--- src/rtl/mac_sequencer.sv ---
// Control sequencer for a pipelined MAC: buffers samples in a circular delay line,
// streams (sample, coefficient) pairs with a first-tap load strobe, and captures the dot product.
module mac_sequencer #(
  parameter int WIDTH_IN  = 16,
  parameter int WIDTH_OUT = 40,
  parameter int TAPS      = 8,
  parameter int ADDR_W    = 3,
  parameter int MAC_LAT   = 3
) (
  input  logic                 clk,
  input  logic                 rst,
  input  logic                 in_valid,
  input  logic [WIDTH_IN-1:0]  in_data,
  output logic                 in_ready,
  input  logic                 coef_wr,
  input  logic [ADDR_W-1:0]    coef_addr,
  input  logic [WIDTH_IN-1:0]  coef_data,
  output logic                 busy,
  output logic [WIDTH_IN-1:0]  mac_dataa,
  output logic [WIDTH_IN-1:0]  mac_datab,
  output logic                 mac_sload,
  input  logic [WIDTH_OUT-1:0] mac_result,
  output logic                 out_valid,
  output logic [WIDTH_OUT-1:0] out_data
);

  localparam int CW = (MAC_LAT > 1) ? $clog2(MAC_LAT) : 1;

  typedef enum logic [1:0] {IDLE, MAC, DRAIN} state_t;

  state_t              state, state_n;
  logic [ADDR_W-1:0]   wr_ptr, base, k, k_n, rd_idx;
  logic [CW-1:0]       drain_cnt;
  logic [WIDTH_IN-1:0] line [TAPS];
  logic [WIDTH_IN-1:0] coef [TAPS];
  logic                accept, last_tap, last_drain;

  assign in_ready   = (state == IDLE);
  assign busy       = (state != IDLE);
  assign accept     = in_valid && in_ready;
  assign last_tap   = (k == ADDR_W'(TAPS - 1));
  assign last_drain = (drain_cnt == CW'(MAC_LAT - 1));

  always_comb begin
    state_n = state;
    k_n     = k + 1'b1;
    rd_idx  = base - k_n;
    unique case (state)
      IDLE:    if (accept)     state_n = MAC;
      MAC:     if (last_tap)   state_n = DRAIN;
      DRAIN:   if (last_drain) state_n = IDLE;
      default:                 state_n = IDLE;
    endcase
  end

  always_ff @(posedge clk) begin
    if (rst) state <= IDLE;
    else     state <= state_n;
  end

  // Operands are registered one tap ahead: tap 0 is loaded on the accept edge, bypassing
  // the delay-line write that happens on that same edge.
  always_ff @(posedge clk) begin
    if (rst) begin
      wr_ptr    <= '0;
      base      <= '0;
      k         <= '0;
      drain_cnt <= '0;
      mac_dataa <= '0;
      mac_datab <= '0;
      mac_sload <= 1'b0;
      out_valid <= 1'b0;
      out_data  <= '0;
      for (int unsigned i = 0; i < TAPS; i++) begin
        line[i] <= '0;
        coef[i] <= '0;
      end
    end else begin
      out_valid <= 1'b0;
      unique case (state)
        IDLE: begin
          if (accept) begin
            line[wr_ptr] <= in_data;
            base         <= wr_ptr;
            wr_ptr       <= wr_ptr + 1'b1;
            k            <= '0;
            mac_dataa    <= in_data;
            mac_datab    <= coef[0];
            mac_sload    <= 1'b1;
          end else if (coef_wr) begin
            coef[coef_addr] <= coef_data;
          end
        end
        MAC: begin
          mac_sload <= 1'b0;
          if (last_tap) begin
            mac_dataa <= '0;
            mac_datab <= '0;
            drain_cnt <= '0;
          end else begin
            k         <= k_n;
            mac_dataa <= line[rd_idx];
            mac_datab <= coef[k_n];
          end
        end
        DRAIN: begin
          drain_cnt <= drain_cnt + 1'b1;
          if (last_drain) begin
            out_data  <= mac_result;
            out_valid <= 1'b1;
          end
        end
        default: ;
      endcase
    end
  end

endmodule

--- config.mk ---
export PLATFORM = sky130hd
export DESIGN_NAME = mac_sequencer
export DESIGN_NICKNAME = d
export VERILOG_FILES = /design/src/rtl/mac_sequencer.sv
export SDC_FILE = /design/constraint.sdc
export NUM_CORES = 1
export LEC_CHECK = 0
export BUFFER_PORTS_ARGS = -buffer_cell sky130_fd_sc_hd__buf_2
export CORE_AREA = 8 8 179 181
export DETAILED_ROUTE_END_ITERATION = 7
export DIE_AREA = 0 0 187 189
export PLACE_DENSITY = 0.75
export REMOVE_ABC_BUFFERS = 1
export SETUP_SLACK_MARGIN = 0.1
export SLEW_MARGIN = 10
export SYNTH_ARGS = -nofsm -noshare
export SYNTH_HDL_FRONTEND = slang
export SYNTH_SLANG_ARGS = --single-unit
--- constraint.sdc ---
create_clock -name clk -period 2.7 [get_ports clk]
set_input_delay 0.27 -clock clk [delete_from_list [all_inputs] [get_ports clk]]
set_output_delay 0.27 -clock clk [all_outputs]
set_load 0.01 [all_outputs]
==> metrics <==
outcome=complete, no violations; sw frac=23.8%; global placer's final weighted congestion=0.796; number of setup violations in the final report=0; Post-DRT Antenna Nets=0; placeable core region=29200 sq um; via count=10500; most used standard cell by instance count after synthesis=edfxtp_1; kind of path behind the tightest hold check=input pin to flop; first-pass GRT wire length=61.0 mm; clock sinks=343; maximum fanout along the worst path=16; share of synthesized registers carrying an async set or reset=0%; final count of pins violating max slew=0; MaxCap Viol Count=0; vias per cell=5.92; dpl ws=0.309 ns; height of the chip=189 um; Worst Path Required=3.08 ns; via count of the first global-routing pass=10700; initial antenna violation count=0; Pwr per Cell Area=681 nW/um^2; final-layout fill cell count=2183; Critical Path AT=2.78 ns; H-tree levels=2; I/O Pins=155; starting density of the core=51.8%; global-route usage over all layers=21.8%; number of distinct standard cells referenced by the synthesized netlist=46; Site Rows=63; Cells after Synth=1164; CP cell instances=ha_1, fa_1, xor2_4, xnor2_4, buf_12, mux2i_1, a2111oi_0; Slowest Stage Delay on Critical Path=0.47 ns; register bit total from synthesis=343; critical path startpoint category=flop; proportion of netlist area held by the largest area contributor=50.7%; normalized max-slew margin=20.7%; clock transition at the registers of the reported paths=0.06 ns; Hold Violations, Final=0; CTS tree=yes; setup repair after global routing missed its margin=no; maximum number of pins on one net before global-route repair=47; Syn. warnings=0; upper clock frequency limit=417 MHz; Leakage=0.00655 uW; minimum clock period after layout=2.40 ns; top cell family by delay on the critical path=adder cells; least setup slack across all paths after layout=0.301 ns; Logic pwr share=11.4%; r2r startpoint=k[0]; final antenna diode count=0; Worst Path Class, Setup=flop to flop; final design area excluding fillers=18000 sq um; most used standard cells in the synthesized netlist=256 x edfxtp_1, 129 x and2_1, 110 x nand2_1, 98 x nor3_1, 87 x dfxtp_1; Post-Syn Area per Cell=13.0 sq um; Seq pwr share=48.8%; critical path buffer and inverter count=1; post-CTS setup buffer count=0; routed wire length=39.2 mm; fraction of final layout cells with drive strength greater than 1=26.6%; number of enable flip-flop cells after synthesis=256; portion of total power attributed to the clock network=39.8%; final core utilization=61.5%; final period utilization=88.8%; GRT Residual Overflow=0; top cells by area in the synthesized netlist=edfxtp_1 51%, dfxtp_1 11%, mux4_2 9.5%; start point of the worst min-delay path=mac_result[36]; Chip Width=187 um; Worst IR Drop VDD=0.503 mV; internal portion of total power=9330 uW; standard cell with the maximum stage delay on the critical path=fa_1; CP endpoint kind=flop; number of buffers added on ports=154; final HPWL from detailed placement=24.2 mm; DRT Pass-1 Iters=5; transition time at the pin with the least slew margin=1.19 ns; final setup skew=0.0235 ns; primary flip-flop cell chosen by synthesis mapping=edfxtp_1; cell taking the most area after synthesis=edfxtp_1; total number of nets in the final design=1439; die footprint=35300 sq um; final routed wire length divided by cell count=22.1 um; initial detailed-routing violation count=935; cts bufs inserted=37; buffer type at the clock tree root=clkbuf_16; source of the critical timing path=k[0]; sequential-to-total area share from yosys stat=62.2%; clock insertion delay at the later pin of the skew report=0.52 ns; final worst hold slack=0.0119 ns; number of buffers on the longest clock path=3; signed area change from the synthesized netlist to the final layout=18.6%; Placed Instance Area=16500 sq um; Synth Cell Area=15200 sq um; P_sw=2920 uW; residual DRC count=0
-- sequential cells by signal (all words and copies together) (netlist names) --
signal	flops
coef	128
line	128
out_data	40
mac_dataa	16
mac_datab	16
base	3
k	3
wr_ptr	3
drain_cnt	2
state	2
mac_sload	1
out_valid	1
-- cells by family (layout without fill, tap and decap cells) --
family | after synthesis | after routing | share of synthesized area [%]
AOI/OAI and AO/OA | 152 | 152 | 6.66
adders and majority gates | 6 | 6 | 0.545
DFF | 343 | 343 | 62.2
and+or+nand+nor | 440 | 440 | 14.9
xor gates and xnor gates | 4 | 4 | 0.479
muxes | 96 | 96 | 11.6
buffers and inverters | 123 | 341 | 3.57
-- power by group through the flow --
stage	Combinational [uW]	Clock [uW]	Sequential (uW)
final	1400	4880	5970
after global routing	1490	5150	5990
after CTS	1400	4920	5970
after detailed placement	1360	0	6080
after global placement	1330	0	6070
after floorplan	778	0	6110
-- worst register-to-register path: stages, from the launching register on --
cell       delay, ns
dfxtp_2         0.33
ha_1            0.32
fa_1            0.47
xor2_4          0.23
xnor2_4         0.16
buf_12          0.21
mux2i_1         0.11
a2111oi_0       0.45
-- through the flow --
stage                     setup TNS, ns  cells  power, uW
after floorplan                 -466.38   1066       6880
after global placement                0   1676       7410
after detailed placement              0   1676       7440
after CTS                             0   1772      12300
after global routing                  0   1772      12600
final                                 0   1772      12200
-- placed cells by master, fill, tap and decap left out, drive strengths merged, types with 11 or more instances in the layout --
master       Yosys  final
inv              9     11
mux4            64     64
clkbuf          68     49
dlygate4sd3      0     29
edfxtp         256    256
o21ai           12     12
o22ai           16     16
dfxtp           87     87
a2111oi         17     17
nor3           100    100
and2           129    129
a22oi           18     18
nor2            52     52
nor4            33     33
nand2          110    110
buf             30    220
mux2i           32     32
a21oi           80     80
clkinv          16     30
-- final timing paths --
path | slack (ns) | end | depth (start not counted)
setup / recovery | 0.30 | mac_dataa[1] | 7
hold / removal | 0.01 | out_data[36] | 3
setup reg to reg | 0.30 | mac_dataa[1] | 7
hold reg to reg | 0.45 | out_data[22] | 2
-- repair_timing --
| item | 4_1_cts | 5_1_grt |
|---|---|---|
| endpoints found under the hold margin | 29 | 0 |
| hold buffers | 29 | 0 |
| gates resized for setup | 0 | 0 |
| endpoints found under the setup margin | 0 | 0 |
-- layer usage --
| metal | vias to the layer above | share of wire, % | GRT usage [%] |
|---|---|---|---|
| met4 | 0 | 3.1 | 7.48 |
| met3 | 98 | 8.6 | 5.17 |
| met5 | - | 0 | 0 |
| met2 | 538 | 49 | 36.5 |
| met1 | 5145 | 40 | 27.7 |
| li1 | 4714 | - | - |
-- cell type report --
| class | count | area (sq um) | area share (%) |
|---|---|---|---|
| flip-flops and latches | 343 | 9430 | 52.4 |
| multi-input cells | 698 | 5210 | 29.0 |
| clock buffers | 49 | 1010 | 5.64 |
| inverters | 25 | 93.8 | 0.522 |
| clock inverters | 18 | 149 | 0.828 |
| well taps | 390 | 488 | 2.71 |
| repair buffers | 249 | 1600 | 8.88 |
No activity file was read; power rests on OpenSTA's default activity.
